===== config.mk =====
export PLATFORM = sky130hd
export DESIGN_NAME = mitchell_div_seq
export DESIGN_NICKNAME = d
export VERILOG_FILES = /design/src/rtl/mitchell_div_seq.sv
export SDC_FILE = /design/constraint.sdc
export NUM_CORES = 1
export LEC_CHECK = 0
export ABC_AREA = 1
export CORE_ASPECT_RATIO = 0.8
export CORE_MARGIN = 2
export CORE_UTILIZATION = 53
export CTS_CLUSTER_DIAMETER = 200
export CTS_CLUSTER_SIZE = 14
export DETAILED_ROUTE_END_ITERATION = 8
export GPL_ROUTABILITY_DRIVEN = 0
export GPL_TIMING_DRIVEN = 0
export PLACE_DENSITY = 0.82
export SLEW_MARGIN = 10
export SYNTH_ARGS = -nofsm -noshare
export SYNTH_HDL_FRONTEND = slang
export SYNTH_SLANG_ARGS = --single-unit

===== constraint.sdc =====
create_clock -name clk -period 3.05 [get_ports clk]
set_input_delay 0.61 -clock clk [delete_from_list [all_inputs] [get_ports clk]]
set_output_delay 0.61 -clock clk [all_outputs]
set_load 0.1 [all_outputs]

===== src/rtl/mitchell_div_seq.sv =====
// Sequential Mitchell approximate divider: q ~= a / b through log2(a) - log2(b).
// Fixed latency IDLE->LOD->SUB->SHF->DONE with valid/ready on both sides.
module mitchell_div_seq (
    input  logic        clk,
    input  logic        rst,
    input  logic        in_valid,
    output logic        in_ready,
    input  logic [31:0] a,
    input  logic [15:0] b,
    output logic        out_valid,
    input  logic        out_ready,
    output logic [15:0] q,
    output logic        div0,
    output logic        ovf
);
    typedef enum logic [2:0] {IDLE, LOD, SUB, SHF, DONE} state_t;
    state_t state;

    logic [31:0] a_r;
    logic [15:0] b_r;
    logic [4:0]  ka;
    logic [3:0]  kb;
    logic [15:0] fa, fb;
    logic        za, zb;
    logic [6:0]  e_r;   // two's complement, -16..31
    logic [16:0] m_r;

    function automatic logic [4:0] lod32(input logic [31:0] v);
        lod32 = '0;
        for (int i = 0; i < 32; i++)
            if (v[i]) lod32 = 5'(i);
    endfunction

    function automatic logic [3:0] lod16(input logic [15:0] v);
        lod16 = '0;
        for (int i = 0; i < 16; i++)
            if (v[i]) lod16 = 4'(i);
    endfunction

    logic [4:0]  ka_c;
    logic [3:0]  kb_c;
    logic [31:0] sa;
    logic [15:0] sb;
    logic [16:0] d_c;
    logic [6:0]  e_c;
    logic [4:0]  sh;
    logic [16:0] mq;

    always_comb begin
        ka_c = lod32(a_r);
        kb_c = lod16(b_r);
        // Normalise so the leading one sits at the MSB; the bits below it are the mantissa.
        sa   = a_r << (5'd31 - ka_c);
        sb   = b_r << (4'd15 - kb_c);
        d_c  = {1'b0, fa} - {1'b0, fb};
        e_c  = 7'(ka) - 7'(kb) - 7'(d_c[16]);
        sh   = 5'd16 - {1'b0, e_r[3:0]};
        mq   = m_r >> sh;
    end

    assign in_ready = (state == IDLE);

    always_ff @(posedge clk) begin
        if (rst) begin
            state     <= IDLE;
            out_valid <= 1'b0;
            q         <= '0;
            div0      <= 1'b0;
            ovf       <= 1'b0;
            a_r       <= '0;
            b_r       <= '0;
            ka        <= '0;
            kb        <= '0;
            fa        <= '0;
            fb        <= '0;
            za        <= 1'b0;
            zb        <= 1'b0;
            e_r       <= '0;
            m_r       <= '0;
        end else begin
            case (state)
                IDLE: if (in_valid) begin
                    a_r   <= a;
                    b_r   <= b;
                    state <= LOD;
                end
                LOD: begin
                    ka    <= ka_c;
                    kb    <= kb_c;
                    fa    <= sa[30:15];
                    fb    <= {sb[14:0], 1'b0};
                    za    <= (a_r == '0);
                    zb    <= (b_r == '0);
                    state <= SUB;
                end
                SUB: begin
                    // A mantissa borrow moves one unit from the exponent into 1.f.
                    e_r   <= e_c;
                    m_r   <= {1'b1, d_c[15:0]};
                    state <= SHF;
                end
                SHF: begin
                    div0 <= 1'b0;
                    ovf  <= 1'b0;
                    if (zb) begin
                        q    <= 16'hFFFF;
                        div0 <= 1'b1;
                    end else if (za || e_r[6]) begin
                        q <= '0;
                    end else if (e_r[5:4] != 2'b00) begin
                        q   <= 16'hFFFF;
                        ovf <= 1'b1;
                    end else begin
                        q <= mq[15:0];
                    end
                    out_valid <= 1'b1;
                    state     <= DONE;
                end
                DONE: if (out_ready) begin
                    out_valid <= 1'b0;
                    state     <= IDLE;
                end
                default: state <= IDLE;
            endcase
        end
    end
endmodule


==> results.cfg <==
[routing]
avgRoutedWirePerCell_um = 18.4
antenna_left = 0
drc = 0
num_vias = 10900
vias_per_cell = 6.25
drt_wl_total_um = 32000
drt-initial-drc-count = 1653
drtPass1Iterations = 7

[synth]
syn-instance-count = 1360
synth-edff-count = 0
synth_area_per_cell_sq_um = 6.29
netlist_area_sq_mm = 0.00855
yosys.area.top_type = dfxtp_1
yosysMostFrequentCell = nand2_1
synthDistinctLibCells = 38
ys_warn_count = 0
syn_nets = 1436
ys.flop_type = dfxtp_1
synth_area_leaders = dfxtp_1 32%, nand2_1 14%, nand3_1 11%
ys_async_sr_fraction_pct = 0
synth_seq_area_share_pct = 31.9
synth_top_cell_area_share_pct = 31.9
ys_seq_elements = 136
synth_common_cells = 322 x nand2_1, 183 x nand3_1, 162 x o21ai_0

[clocking]
clockBufferDepth = 2
tritoncts = built
cts-root-buf = clkbuf_16
insertion_delay_ps = 440
clkTransAtPathRegs_ps = 70
numCtsBuffers = 17
htree_levels = 4
cts_sinks = 136

[power_and_ir_drop]
worst_ir_drop_vdd_mv = 0.385
p_leak_nw = 4.84
p_int_mw = 4.71
power_frac_seq_pct = 24.4
p_sw_mw = 3.75
pwr-share-clk_pct = 24.2
combPwrFrac_pct = 51.4
power.density_mw_per_mm2 = 748
swShare_pct = 44.3
p_total_mw = 8.45

[die]
die_w_um = 146
ios = 72
start_util_pct = 54.1
die_height_um = 118
die_area_sq_mm = 0.0172
rows = 41
core_area_sq_mm = 0.0158

[finish]
fin_nets = 1586
design_area_sq_mm = 0.0113
antenna_cells = 0
drive_gt1_share_pct = 16.8
area_growth_pct = 32.2

[timing]
fin_skew_ps = 9.83
finalSetupViolCount = 18
fmax_ghz = 0.296
tns_ps = -2910
slew_headroom_pct = 31.6
post-route-period-util_pct = 111
hold_viol = 0
finalMaxSlewViolations = 0
setup_slack_ps = -331
tightest_slew_ps = 1030
final.min_clock_period_ps = 3380
grt_setup_unrepaired = true

[setup_path]
reg2regPathDepth = 25
cp.depth = 25
endpoint = fa[15]
critical_path.startpoint = a_r[2]
crit_family = simple AND/OR/NAND/NOR gates
crit_path_max_fanout = 10
critical_path_required_ps = 3370
cp-start-kind = flop
r2r-end = fa[15]
worstSetupEndpointType = flop
crit_type = flop to flop
path_common_cell = nand2_1
cp_num_buf_inv = 4
crit_slowest_cell = nand3_1
cp_data_arrival_time_ps = 3700
crit_path_max_incr_delay_ps = 360
rrSetupSlack_ps = -330
r2r-start = a_r[2]

[run_status]
violations = setup timing
outcome = complete, but fails checks

[run]
cap_violations = 0

[global_routing]
grt-ovfl-total = 0
grt_pass1_wl_um = 45800
grt_max_degree = 17
grtUsageTotal_pct = 32.9
antenna_found_initial = 0
grt_pass1_vias = 9401

[placed_design]
dpl_cell_area_sq_mm = 0.00952
dp_hpwl_um = 20300
io_buffers = 70

[hold_path]
hold_class = flop to flop
==> how the worst min path moves through the flow <==
| stage | from | to | slack (ps) | cells past startpoint |
|---|---|---|---|---|
| final | kb[3] | kb[3] | 470 | 2 |
| after global routing | fa[0] | fa[0] | 490 | 2 |
| after CTS | m_r[0] | m_r[0] | 470 | 2 |
| after detailed placement | div0 | div0 | 460 | 2 |
| after global placement | div0 | div0 | 450 | 2 |
| after floorplan | m_r[0] | m_r[0] | 430 | 2 |
==> routing by layer <==
metal  track usage [%]  vias to the layer above  routed length [um]
met5                 0                        -                   0
met4              12.6                        0                1670
met3              10.1                      219                4440
met2              49.9                      836               13500
met1              43.9                     4950               12300
li1                  -                     4864                   -
==> cell usage in the layout (no fill, tap or decap), types with 5 or more instances in the layout <==
cell	count
nand2_1	278
o21ai_0	152
inv_1	141
dfxtp_1	132
nand3_1	125
a21oi_1	118
clkdlybuf4s50_1	70
nor2_1	65
clkbuf_1	57
buf_4	57
nand3_2	54
nand2_2	42
a31oi_1	25
clkbuf_16	19
ha_1	18
o211ai_1	15
xor2_1	13
nand4_1	7
o21ai_1	7
clkinv_1	6
nor3_1	6
nor2_2	6
inv_6	6
mux2i_1	5
clkinvlp_4	5
buf_2	5
buf_8	5
==> what timing repair did <==
item                       CTS  global route
pin swaps                   13            61
gates cloned                 0             2
resized for setup           30           161
setup buffers               42            19
setup endpoints to repair   10            59
hold buffers                 0             0
==> flip-flops by register name (all words and copies together) (netlist names), 3 cells and up <==
name,flops
fa,16
e_r,7
q,16
fb,15
b_r,16
kb,4
state,3
ka,5
a_r,32
m_r,17
==> power by group through the flow <==
| stage | sequential [mW] | clock, mW | combinational, mW |
|---|---|---|---|
| after floorplan | 2.08 | 0 | 2.12 |
| after global placement | 2.08 | 0 | 2.84 |
| after detailed placement | 2.08 | 0 | 2.88 |
| after CTS | 2.05 | 2.02 | 3.41 |
| after global routing | 2.08 | 2.10 | 4.59 |
| final | 2.07 | 2.04 | 4.34 |
==> tightest hold or removal path, cell delays in order, from the launching register on <==
cell and delay (ps):
dfxtp_1 300, inv_1 60, a211oi_1 60
==> layout make-up <==
cell class | instances | area [sq um]
clock buffer | 18 | 429
multi-input combinational | 996 | 5590
sequential | 136 | 2730
tap | 215 | 269
buffer | 73 | 338
clock inverter | 14 | 139
fill | 1228 | 4500
timing repair buffer | 132 | 1220
inverter | 154 | 591
==> metrics by stage <==
step,hold slack [ps],setup slack [ps],instances,util [%]
6_report,472,-331,1738,71.5
3_3_place_gp,450,-369,1645,60.2
4_1_cts,475,7.24,1719,66.6
5_1_grt,489,-477,1738,71.5
3_5_place_dp,463,-441,1645,60.2
2_1_floorplan,430,90.6,1360,-
==> kinds of logic after synthesis <==
kind of cell	count (synthesis)	share of synthesized area, %
and+or+nand+nor	605	30.1
AOI/OAI and AO/OA	345	21.6
buffers and inverters	228	10.4
DFF	136	31.9
adders and majority gates	24	3.69
xor gates and xnor gates	17	1.74
muxes	5	0.586
(Power assumes the default switching activity.)
